<file path="config.mk">
export PLATFORM = sky130hd
export DESIGN_NAME = sp_request_engine_flat
export DESIGN_NICKNAME = d
export VERILOG_FILES = /design/src/rtl/sp_request_engine_if.sv /design/src/rtl/sp_request_engine.sv /design/src/flat_wrapper.sv
export SDC_FILE = /design/constraint.sdc
export NUM_CORES = 1
export LEC_CHECK = 0
export CAP_MARGIN = 20
export CORE_AREA = 3 3 214 174
export CTS_CLUSTER_DIAMETER = 50
export DETAILED_ROUTE_END_ITERATION = 8
export DIE_AREA = 0 0 217 177
export GPL_ROUTABILITY_DRIVEN = 0
export PLACE_DENSITY = 0.74
export SLEW_MARGIN = 10
export SYNTH_ARGS = -nofsm -noshare
export SYNTH_HDL_FRONTEND = slang
export SYNTH_SLANG_ARGS = --single-unit
</file>
<file path="constraint.sdc">
create_clock -name clk -period 11.2 [get_ports clk]
set_input_delay 2.24 -clock clk [delete_from_list [all_inputs] [get_ports clk]]
set_output_delay 2.24 -clock clk [all_outputs]
set_load 0.01 [all_outputs]
</file>
<file path="src/rtl/sp_request_engine_if.sv">
// sp_request_engine_if: request, DRAM, scratchpad and systolic-array signals of the request engine
interface sp_request_engine_if #(parameter int ROW_W = 64);
  logic sp_write;
  logic [1:0] req_type;
  logic [3:0] req_md, req_ms1, req_ms2, req_ms3;
  logic [31:0] req_addr;
  logic req_full, req_overflow, busy;
  logic dram_ren, dram_wen, dram_ready;
  logic [31:0] dram_addr;
  logic [ROW_W-1:0] dram_wdata, dram_rdata;
  logic sp_wen, sp_ren;
  logic [3:0] sp_sel;
  logic [1:0] sp_row;
  logic [ROW_W-1:0] sp_wdata, sp_rdata;
  logic sa_valid, sa_ready, sa_done;
  logic [3:0] sa_md, sa_ms1, sa_ms2, sa_ms3;
  logic load_complete, store_complete, gemm_complete;
  logic [3:0] complete_md;
  modport slave (
    input sp_write, req_type, req_md, req_ms1, req_ms2, req_ms3, req_addr,
    input dram_rdata, dram_ready, sp_rdata, sa_ready, sa_done,
    output req_full, req_overflow, busy, dram_ren, dram_wen, dram_addr, dram_wdata,
    output sp_wen, sp_ren, sp_sel, sp_row, sp_wdata, sa_valid, sa_md, sa_ms1, sa_ms2, sa_ms3,
    output load_complete, store_complete, gemm_complete, complete_md
  );
  modport master (
    output sp_write, req_type, req_md, req_ms1, req_ms2, req_ms3, req_addr,
    output dram_rdata, dram_ready, sp_rdata, sa_ready, sa_done,
    input req_full, req_overflow, busy, dram_ren, dram_wen, dram_addr, dram_wdata,
    input sp_wen, sp_ren, sp_sel, sp_row, sp_wdata, sa_valid, sa_md, sa_ms1, sa_ms2, sa_ms3,
    input load_complete, store_complete, gemm_complete, complete_md
  );
endinterface

</file>
<file path="src/rtl/sp_request_engine.sv">
// sp_request_engine: queues load/store/gemm requests and sequences them one at a time over DRAM, scratchpad and systolic array
module sp_request_engine #(
  parameter int FIFO_DEPTH = 4,
  parameter int ROWS = 4,
  parameter int ROW_W = 64
) (
  input logic clk,
  input logic rst,
  sp_request_engine_if.slave bus
);
  localparam int AW = $clog2(FIFO_DEPTH);
  localparam logic [AW:0] DEPTH = FIFO_DEPTH;
  typedef struct packed {
    logic [1:0] typ;
    logic [3:0] md, ms1, ms2, ms3;
    logic [31:0] addr;
  } req_t;
  typedef enum logic [2:0] {IDLE, LD, ST_RD, ST_WR, GM_ISSUE, GM_WAIT, DONE} state_t;
  state_t state_q, state_d;
  req_t fifo_q [FIFO_DEPTH];
  req_t cur_q, cur_d, head;
  logic [AW-1:0] wp_q, rp_q;
  logic [AW:0] cnt_q;
  logic [1:0] row_q, row_d;
  logic [ROW_W-1:0] wd_q;
  logic rd_pend_q, ovf_q;
  logic req_v, full, push, pop, last, ld, st_rd, st_wr, sa_v, done;
  logic [31:0] row_addr;
  assign req_v = bus.sp_write && bus.req_type != 2'b00;
  assign full = cnt_q == DEPTH;
  assign push = req_v && !full;
  assign pop = state_q == IDLE && cnt_q != '0;
  assign head = fifo_q[rp_q];
  assign last = row_q == 2'(ROWS - 1);
  assign row_addr = cur_q.addr + {27'd0, row_q, 3'd0};
  always_ff @(posedge clk)
    if (push) fifo_q[wp_q] <= {bus.req_type, bus.req_md, bus.req_ms1, bus.req_ms2, bus.req_ms3, bus.req_addr};
  always_ff @(posedge clk or posedge rst)
    if (rst) begin
      state_q <= IDLE;
      cur_q <= '0;
      wp_q <= '0;
      rp_q <= '0;
      cnt_q <= '0;
      row_q <= '0;
      wd_q <= '0;
      rd_pend_q <= 1'b0;
      ovf_q <= 1'b0;
    end else begin
      state_q <= state_d;
      cur_q <= cur_d;
      row_q <= row_d;
      wp_q <= wp_q + AW'(push);
      rp_q <= rp_q + AW'(pop);
      cnt_q <= cnt_q + (AW+1)'(push) - (AW+1)'(pop);
      rd_pend_q <= st_rd;
      if (rd_pend_q) wd_q <= bus.sp_rdata;
      if (req_v && full) ovf_q <= 1'b1;
    end
  always_comb begin
    state_d = state_q;
    cur_d = cur_q;
    row_d = row_q;
    case (state_q)
      IDLE: if (pop) begin
        cur_d = head;
        row_d = '0;
        state_d = head.typ == 2'b01 ? LD : head.typ == 2'b10 ? ST_RD : GM_ISSUE;
      end
      LD: if (bus.dram_ready) begin
        row_d = row_q + 2'd1;
        state_d = last ? DONE : LD;
      end
      ST_RD: state_d = ST_WR;
      ST_WR: if (bus.dram_ready) begin
        row_d = row_q + 2'd1;
        state_d = last ? DONE : ST_RD;
      end
      GM_ISSUE: state_d = bus.sa_ready ? GM_WAIT : GM_ISSUE;
      GM_WAIT: state_d = bus.sa_done ? DONE : GM_WAIT;
      default: state_d = IDLE;
    endcase
  end
  assign ld = state_q == LD;
  assign st_rd = state_q == ST_RD;
  assign st_wr = state_q == ST_WR;
  assign sa_v = state_q == GM_ISSUE;
  assign done = state_q == DONE;
  assign bus.req_full = full;
  assign bus.req_overflow = ovf_q;
  assign bus.busy = state_q != IDLE || cnt_q != '0;
  assign bus.dram_ren = ld;
  assign bus.dram_wen = st_wr;
  assign bus.dram_addr = ld || st_wr ? row_addr : '0;
  // the first ST_WR cycle forwards the scratchpad data before it lands in wd_q
  assign bus.dram_wdata = !st_wr ? '0 : rd_pend_q ? bus.sp_rdata : wd_q;
  assign bus.sp_wen = ld && bus.dram_ready;
  assign bus.sp_ren = st_rd;
  assign bus.sp_sel = bus.sp_wen || st_rd ? cur_q.md : '0;
  assign bus.sp_row = bus.sp_wen || st_rd ? row_q : '0;
  assign bus.sp_wdata = bus.sp_wen ? bus.dram_rdata : '0;
  assign bus.sa_valid = sa_v;
  assign bus.sa_md = sa_v ? cur_q.md : '0;
  assign bus.sa_ms1 = sa_v ? cur_q.ms1 : '0;
  assign bus.sa_ms2 = sa_v ? cur_q.ms2 : '0;
  assign bus.sa_ms3 = sa_v ? cur_q.ms3 : '0;
  assign bus.load_complete = done && cur_q.typ == 2'b01;
  assign bus.store_complete = done && cur_q.typ == 2'b10;
  assign bus.gemm_complete = done && cur_q.typ == 2'b11;
  assign bus.complete_md = done ? cur_q.md : '0;
endmodule

</file>
<file path="src/flat_wrapper.sv">
// flat-port wrapper written by rule: the top's interface ports become plain ports
module sp_request_engine_flat 
#(
  parameter int FIFO_DEPTH = 4,
  parameter int ROWS = 4,
  parameter int ROW_W = 64
)
  (clk, rst, bus_sp_write, bus_req_type, bus_req_md, bus_req_ms1, bus_req_ms2, bus_req_ms3, bus_req_addr, bus_dram_rdata, bus_dram_ready, bus_sp_rdata, bus_sa_ready, bus_sa_done, bus_req_full, bus_req_overflow, bus_busy, bus_dram_ren, bus_dram_wen, bus_dram_addr, bus_dram_wdata, bus_sp_wen, bus_sp_ren, bus_sp_sel, bus_sp_row, bus_sp_wdata, bus_sa_valid, bus_sa_md, bus_sa_ms1, bus_sa_ms2, bus_sa_ms3, bus_load_complete, bus_store_complete, bus_gemm_complete, bus_complete_md);
  sp_request_engine_if #(.ROW_W(ROW_W)) bus_i ();
  input logic clk;
  input logic rst;
  input wire logic [$bits(bus_i.sp_write)-1:0] bus_sp_write;
  input wire logic [$bits(bus_i.req_type)-1:0] bus_req_type;
  input wire logic [$bits(bus_i.req_md)-1:0] bus_req_md;
  input wire logic [$bits(bus_i.req_ms1)-1:0] bus_req_ms1;
  input wire logic [$bits(bus_i.req_ms2)-1:0] bus_req_ms2;
  input wire logic [$bits(bus_i.req_ms3)-1:0] bus_req_ms3;
  input wire logic [$bits(bus_i.req_addr)-1:0] bus_req_addr;
  input wire logic [$bits(bus_i.dram_rdata)-1:0] bus_dram_rdata;
  input wire logic [$bits(bus_i.dram_ready)-1:0] bus_dram_ready;
  input wire logic [$bits(bus_i.sp_rdata)-1:0] bus_sp_rdata;
  input wire logic [$bits(bus_i.sa_ready)-1:0] bus_sa_ready;
  input wire logic [$bits(bus_i.sa_done)-1:0] bus_sa_done;
  output wire logic [$bits(bus_i.req_full)-1:0] bus_req_full;
  output wire logic [$bits(bus_i.req_overflow)-1:0] bus_req_overflow;
  output wire logic [$bits(bus_i.busy)-1:0] bus_busy;
  output wire logic [$bits(bus_i.dram_ren)-1:0] bus_dram_ren;
  output wire logic [$bits(bus_i.dram_wen)-1:0] bus_dram_wen;
  output wire logic [$bits(bus_i.dram_addr)-1:0] bus_dram_addr;
  output wire logic [$bits(bus_i.dram_wdata)-1:0] bus_dram_wdata;
  output wire logic [$bits(bus_i.sp_wen)-1:0] bus_sp_wen;
  output wire logic [$bits(bus_i.sp_ren)-1:0] bus_sp_ren;
  output wire logic [$bits(bus_i.sp_sel)-1:0] bus_sp_sel;
  output wire logic [$bits(bus_i.sp_row)-1:0] bus_sp_row;
  output wire logic [$bits(bus_i.sp_wdata)-1:0] bus_sp_wdata;
  output wire logic [$bits(bus_i.sa_valid)-1:0] bus_sa_valid;
  output wire logic [$bits(bus_i.sa_md)-1:0] bus_sa_md;
  output wire logic [$bits(bus_i.sa_ms1)-1:0] bus_sa_ms1;
  output wire logic [$bits(bus_i.sa_ms2)-1:0] bus_sa_ms2;
  output wire logic [$bits(bus_i.sa_ms3)-1:0] bus_sa_ms3;
  output wire logic [$bits(bus_i.load_complete)-1:0] bus_load_complete;
  output wire logic [$bits(bus_i.store_complete)-1:0] bus_store_complete;
  output wire logic [$bits(bus_i.gemm_complete)-1:0] bus_gemm_complete;
  output wire logic [$bits(bus_i.complete_md)-1:0] bus_complete_md;
  assign bus_i.sp_write = bus_sp_write;
  assign bus_i.req_type = bus_req_type;
  assign bus_i.req_md = bus_req_md;
  assign bus_i.req_ms1 = bus_req_ms1;
  assign bus_i.req_ms2 = bus_req_ms2;
  assign bus_i.req_ms3 = bus_req_ms3;
  assign bus_i.req_addr = bus_req_addr;
  assign bus_i.dram_rdata = bus_dram_rdata;
  assign bus_i.dram_ready = bus_dram_ready;
  assign bus_i.sp_rdata = bus_sp_rdata;
  assign bus_i.sa_ready = bus_sa_ready;
  assign bus_i.sa_done = bus_sa_done;
  assign bus_req_full = bus_i.req_full;
  assign bus_req_overflow = bus_i.req_overflow;
  assign bus_busy = bus_i.busy;
  assign bus_dram_ren = bus_i.dram_ren;
  assign bus_dram_wen = bus_i.dram_wen;
  assign bus_dram_addr = bus_i.dram_addr;
  assign bus_dram_wdata = bus_i.dram_wdata;
  assign bus_sp_wen = bus_i.sp_wen;
  assign bus_sp_ren = bus_i.sp_ren;
  assign bus_sp_sel = bus_i.sp_sel;
  assign bus_sp_row = bus_i.sp_row;
  assign bus_sp_wdata = bus_i.sp_wdata;
  assign bus_sa_valid = bus_i.sa_valid;
  assign bus_sa_md = bus_i.sa_md;
  assign bus_sa_ms1 = bus_i.sa_ms1;
  assign bus_sa_ms2 = bus_i.sa_ms2;
  assign bus_sa_ms3 = bus_i.sa_ms3;
  assign bus_load_complete = bus_i.load_complete;
  assign bus_store_complete = bus_i.store_complete;
  assign bus_gemm_complete = bus_i.gemm_complete;
  assign bus_complete_md = bus_i.complete_md;
  sp_request_engine #(.FIFO_DEPTH(FIFO_DEPTH), .ROWS(ROWS), .ROW_W(ROW_W)) u_core (.clk(clk), .rst(rst), .bus(bus_i));
endmodule
</file>
==> results of run 1 <==
Yosys cell counts, drive strengths merged, types with 8 or more instances:
cell type,n
edfxtp,200
and3,133
dfrtp,128
mux2,112
clkbuf,57
mux4,50
and2,33
nand2,26
a21oi,19
nor2,19
o21ai,14
inv,11
xnor2,11
or3,10
ha,9
nand4,8
sequential cells by signal, indices dropped and copies added, names as in the netlist, 2 cells and up:
name / cells
u_core.cnt_q: 3
u_core.cur_q: 50
u_core.fifo_q: 200
u_core.row_q: 2
u_core.rp_q: 2
u_core.state_q: 3
u_core.wd_q: 64
u_core.wp_q: 2
kinds of logic after synthesis:
| group | Yosys count | synth area share (%) |
|---|---|---|
| buffers and inverters | 74 | 2.01 |
| muxes | 162 | 17.0 |
| and+or+nand+nor | 269 | 11.3 |
| adders and majority gates | 11 | 1.09 |
| AOI/OAI and AO/OA | 48 | 2.02 |
| DFF | 328 | 65.6 |
| xor gates and xnor gates | 15 | 0.936 |
layout by cell type, fill, tap and decap left out, types with 11 or more instances in the layout:
cell	count
and2_1	33
buf_4	17
mux2_2	112
mux4_2	50
o21ai_0	14
dfrtp_1	124
nor2_1	17
clkbuf_16	39
xnor2_1	11
a21oi_1	19
clkdlybuf4s50_1	379
and3_1	132
edfxtp_1	200
nand2_1	25
report_power, final:
part / total, mW / internal [mW] / leakage, nW / switching, mW
clock: 1.22 / 0.712 / 0.602 / 0.503
combinational: 2.02 / 1.08 / 3.54 / 0.944
sequential: 1.87 / 1.65 / 3.32 / 0.213
total: 5.10 / 3.44 / 7.47 / 1.66
worst max path at each step:
stage               cells past startpoint             from                            end
finish                                  6   bus_dram_ready                  bus_sp_row[0]
global route                            6   bus_dram_ready                  bus_sp_row[0]
CTS                                     6   bus_dram_ready                  bus_sp_row[0]
detailed placement                      6   bus_dram_ready                  bus_sp_row[0]
global placement                        6   bus_dram_ready                  bus_sp_row[0]
floorplan                               2  bus_req_type[1]  u_core.fifo_q[1][0]$_DFFE_PP_
area by class of cell:
class                           instances  area (sq um)  area share, %
Antenna cell                            2          5.00         0.0255
Multi-Input combinational cell        505          4590           23.4
Inverter                               11          46.3          0.236
Sequential cell                       328          9220           47.0
Clock inverter                         19           190          0.969
Timing Repair Buffer                  398          3950           20.1
Tap cell                              472           591           3.01
Clock buffer                           50          1040           5.29
routing by layer:
layer / share of wire, % / global-route usage (%)
met5: 0.14 / 0
met1: 42 / 26.6
met2: 48 / 32.6
met4: 1.6 / 4.48
met3: 8.4 / 6.56
stage by stage:
stage | area (sq um) | util [%] | total power [mW]
2_1_floorplan | 14000 | - | 3.02
6_report | 19600 | 56.1 | 5.10
3_5_place_dp | 18400 | 52.6 | 3.93
3_3_place_gp | 18400 | 52.6 | 3.88
4_1_cts | 19600 | 56.1 | 5.16
5_1_grt | 19600 | 56.1 | 5.38
==> results.toml, run 1 <==
[run_status]
status = "finished clean"

[worst_setup_path]
worstSetupPathType = "primary input to output pin"
crit_slowest_cell = "a21oi_1"
end_kind = "output pin"
critPathTopFamily = "buffers and inverters"
worstReg2RegStart = "u_core.state_q[1]$_DFFE_PP0P_"
worstPathArrival_ns = 4.27
r2r-end = "u_core.cnt_q[2]$_DFF_PP0_"
max_stage_delay_ns = 0.60
worstPathCellList = "buf_2 > buf_4 > nand3b_1 > a21oi_1 > and2_1 > clkdlybuf4s50_1"
cp-start-kind = "primary input"
cp_num_buf_inv = 3
cp.required_ns = 8.96
reg2reg_depth = 11
crit_fanout = 70
r2r_slack_ns = 8.51

[sta]
fmax_ghz = 0.154
timing.final.crit_share_pct = 58.1
drv_slew = 0
fin_tns_setup_ns = 0
hold_slack_ns = 0.481
fin_crit_ns = 6.51
worstMarginPinSlew_ns = 0.940
relSlewSlack_pct = 37.3
rsz0062_at_grt = "no"
setup_viol = 0
skew_ns = 0.0190
hold_violations = 0
finalWorstSetupSlack_ns = 4.69

[cts]
path_clk_slew_ns = 0.06
cts-buffers-inserted = 38
root_buffer = "clkbuf_16"
cts_tree = "done"
ctsHoldBuffers = 0
ctsResizeCount = 0
htreeDepth = 2
clk_path_buf_depth = 3
clock_latency_ns = 0.53
cts_setup_buffers = 0
cts.sinks = 328

[logic_synthesis]
synth_top_area_share_pct = 42.8
syn_area_per_cell_sq_um = 15.5
yosysTopAreaCell = "edfxtp_1"
synth_area_sq_um = 14000
synth-seq-cells = 328
yosysWarnings = 0
synthTopCellsByArea = "edfxtp_1, dfrtp_1, mux2_2"
synth_fp_nets = 1102
ys_seq_area_share_pct = 65.6
yosysUniqueCellTypes = 43
synth_cells = 907
async_reset_ff_share_pct = 39.0
synth_edf_count = 200
ys.flop_type = "edfxtp_1"

[global_routing]
grt_max_degree = 73
antenna_found_initial = 7
grt_pass1_wl_um = 58900
grt_pass1_vias = 9357
grt_usage_pct = 20.1
overflow = 0

[placed_design]
place_inst = 1713
place_ws_ns = 4.63
numPortBuffers = 380
hpwlAfterDp_um = 26700

[final_layout]
layout.cells.non_filler = 1785
layout-drive-gt1-share_pct = 19.4
nets = 1477
fill_cells = 2847
area_growth_pct = 39.8

[die]
fp.dieH_um = 177
rows = 61
die_x_um = 217
die_area_sq_um = 38400
initial_core_util_pct = 40.2
pin_count = 381
core_sq_um = 35000

[job]
maxCapViolCount = 0

[route]
viasPerCell = 5.22
drt_iter0_markers = 719
avgRoutedWirePerCell_um = 22.2
postRouteWirelength_um = 39700
vias = 9318
drtPass1Iterations = 6
drc = 0
postRouteAntennaNets = 0

[pwr]
vdd_drop_max_mv = 0.158
p_per_area_nw_per_um2 = 260
p_leak_nw = 7.47

[min_path]
hold-path-endpoint = "u_core.bus.req_overflow$_DFFE_PP0P_"
hp-start = "u_core.bus.req_overflow$_DFFE_PP0P_"
hold_path_depth = 1
hold_class = "flip-flop to flip-flop"
No activity file was read; power rests on OpenSTA's default activity.
==> inputs of run 2 (changes only) <==
--- a/config.mk
+++ b/config.mk
@@ -11,7 +11,7 @@
 export DETAILED_ROUTE_END_ITERATION = 8
 export DIE_AREA = 0 0 217 177
 export GPL_ROUTABILITY_DRIVEN = 0
-export PLACE_DENSITY = 0.74
+export PLACE_DENSITY = 0.76
 export SLEW_MARGIN = 10
 export SYNTH_ARGS = -nofsm -noshare
 export SYNTH_HDL_FRONTEND = slang
==> constraint.sdc (replaced) <==
create_clock -name clk -period 5.3 [get_ports clk]
set_input_delay 1.06 -clock clk [delete_from_list [all_inputs] [get_ports clk]]
set_output_delay 1.06 -clock clk [all_outputs]
set_load 0.01 [all_outputs]
==> run 2 against run 1 <==
Non-clock buffer count rose by 2. Setup slack lost 4.1 ns. Cell count is essentially flat. Sequential share of layout area decreased by 0.30 points. Via count rose by 0.56%. Critical path depth did not move. Critical endpoint is now bus_dram_addr[28]. Sequential cell count stayed put. Die area did not move.
==> results.toml, run 2 (same netlist as run 1, synthesis figures left out) <==
[job]
maxCapViolCount = 0

[route]
top_layer = "met5"
drt_iter0_markers = 724
postRouteAntennaNets = 0
postRouteWirelength_um = 40400
met2_length_um = 19300
wl_met1_um = 16700
wl_met3_um = 3330
avgRoutedWirePerCell_um = 22.6
drc = 0
vias = 9370
drtPass1Iterations = 5
viasPerCell = 5.25

[worst_setup_path]
worstSetupPathType = "flip-flop to output pin"
worstPathArrival_ns = 3.62
worstPathCellList = "ha_1 > a21oi_1 > or4_1 > or4_1 > a21oi_1 > clkdlybuf4s50_1"
cp-start-kind = "flip-flop"
cp_num_buf_inv = 1
reg2reg_depth = 10
crit_slowest_cell = "or4_1"
max_stage_delay_ns = 0.84
worstReg2RegStart = "u_core.state_q[2]$_DFFE_PP0P_"
critPathTopFamily = "simple AND/OR/NAND/NOR gates"
end_kind = "output pin"
r2r-end = "u_core.cnt_q[2]$_DFF_PP0_"
cp.required_ns = 4.24
r2r_slack_ns = 2.85
crit_fanout = 16

[sta]
drv_slew = 0
fmax_ghz = 0.213
worstMarginPinSlew_ns = 0.884
timing.final.crit_share_pct = 88.4
skew_ns = 0.0209
setup_viol = 0
rsz0062_at_grt = "no"
fin_crit_ns = 4.68
hold_violations = 0
relSlewSlack_pct = 41.0
fin_tns_setup_ns = 0

[die]
core_sq_um = 35000
die_area_sq_um = 38400
rows = 61
pin_count = 381
die_x_um = 217
fp.dieH_um = 177
initial_core_util_pct = 40.2

[cts]
cts.sinks = 328
cts_setup_buffers = 0
htreeDepth = 2
cts-buffers-inserted = 37
clock_latency_ns = 0.53
clk_path_buf_depth = 3
cts_tree = "done"
path_clk_slew_ns = 0.05
ctsHoldBuffers = 0
ctsResizeCount = 0
root_buffer = "clkbuf_16"

[global_routing]
antenna_found_initial = 6
grt_usage_pct = 20.5
grt_max_degree = 106
grt_pass1_wl_um = 59700
grt_pass1_vias = 9580
overflow = 0

[run_status]
status = "finished clean"

[final_layout]
layout-drive-gt1-share_pct = 19.5
largest_register_ff_count = 200
mostFrequentLayoutCells = "clkdlybuf4s50_1, edfxtp_1, and3_1"
nets = 1478
layout.cells.non_filler = 1786
area_growth_pct = 40.7
final_common_cell = "clkdlybuf4s50_1"
reg_top3 = "u_core.fifo_q (200), u_core.wd_q (64), u_core.cur_q (50)"
top_register = "u_core.fifo_q"

[placed_design]
place_inst = 1714
numPortBuffers = 380
hpwlAfterDp_um = 27800

[min_path]
hp-start = "u_core.wd_q[13]$_DFF_PP0_"
hold-path-endpoint = "u_core.wd_q[13]$_DFF_PP0_"
hold_path_depth = 1
hold_class = "flip-flop to flip-flop"

[pwr]
p_per_area_nw_per_um2 = 553
vdd_drop_max_mv = 0.254
p_leak_nw = 7.52
finalPower_mw = 10.9
==> run 2: changes by cell type in the layout (fill, tap and decap cells not counted), sizes merged <==
cell / delta
buf: +2
bufinv: +3
clkinv: +1
inv: -5
==> run 2: cell type report <==
| class | count | area, sq um |
|---|---|---|
| fillers | 2815 | 15200 |
| diodes | 2 | 5.00 |
| well taps | 472 | 591 |
| repair buffers | 400 | 3990 |
| clock inverters | 18 | 255 |
| inverters | 11 | 46.3 |
| flip-flops and latches | 328 | 9220 |
| multi-input cells | 505 | 4620 |
| clock buffers | 50 | 1030 |
==> run 2: where the power goes <==
| group | internal, mW | switching (mW) |
|---|---|---|
| Combinational | 2.29 | 1.95 |
| Clock | 1.62 | 1.03 |
| Sequential | 3.50 | 0.524 |
==> run 2: how the worst max path moves through the flow <==
| stage | cells past startpoint | end | start |
|---|---|---|---|
| 2_1_floorplan | 2 | u_core.fifo_q[1][0]$_DFFE_PP_ | bus_req_type[1] |
| 3_3_place_gp | 6 | bus_dram_addr[30] | u_core.row_q[1]$_DFFE_PP0P_ |
| 3_5_place_dp | 6 | bus_dram_addr[28] | u_core.row_q[1]$_DFFE_PP0P_ |
| 4_1_cts | 6 | bus_dram_addr[28] | u_core.row_q[1]$_DFFE_PP0P_ |
| 5_1_grt | 7 | bus_dram_addr[23] | u_core.row_q[0]$_DFFE_PP0P_ |
| 6_report | 6 | bus_dram_addr[28] | u_core.row_q[1]$_DFFE_PP0P_ |
==> run 2: per-stage QoR <==
step | area (sq um) | setup slack [ns] | hold WS, ns | utilization (%)
floorplan | 14100 | 0.792 | 0.467 | -
detailed placement | 18400 | 1.20 | 0.480 | 52.7
CTS | 19700 | 0.619 | 0.494 | 56.3
global placement | 18400 | 1.27 | 0.450 | 52.7
finish | 19700 | 0.615 | 0.490 | 56.5
global route | 19700 | 0.465 | 0.500 | 56.5
==> run 2: layer usage <==
layer / up-vias / global-route usage, %
met5: - / 0
met4: 6 / 5.95
met3: 72 / 6.08
met2: 346 / 33.5
met1: 4743 / 26.7
li1: 4203 / -
==> run 2: worst register-to-register path, delay by kind of cell (launching register included) <==
kind	cells	cell delay, ns
buffers and inverters	3	0.24
DFF	1	0.56
xor gates and xnor gates	2	0.35
adders and majority gates	3	0.76
and+or+nand+nor	2	0.46
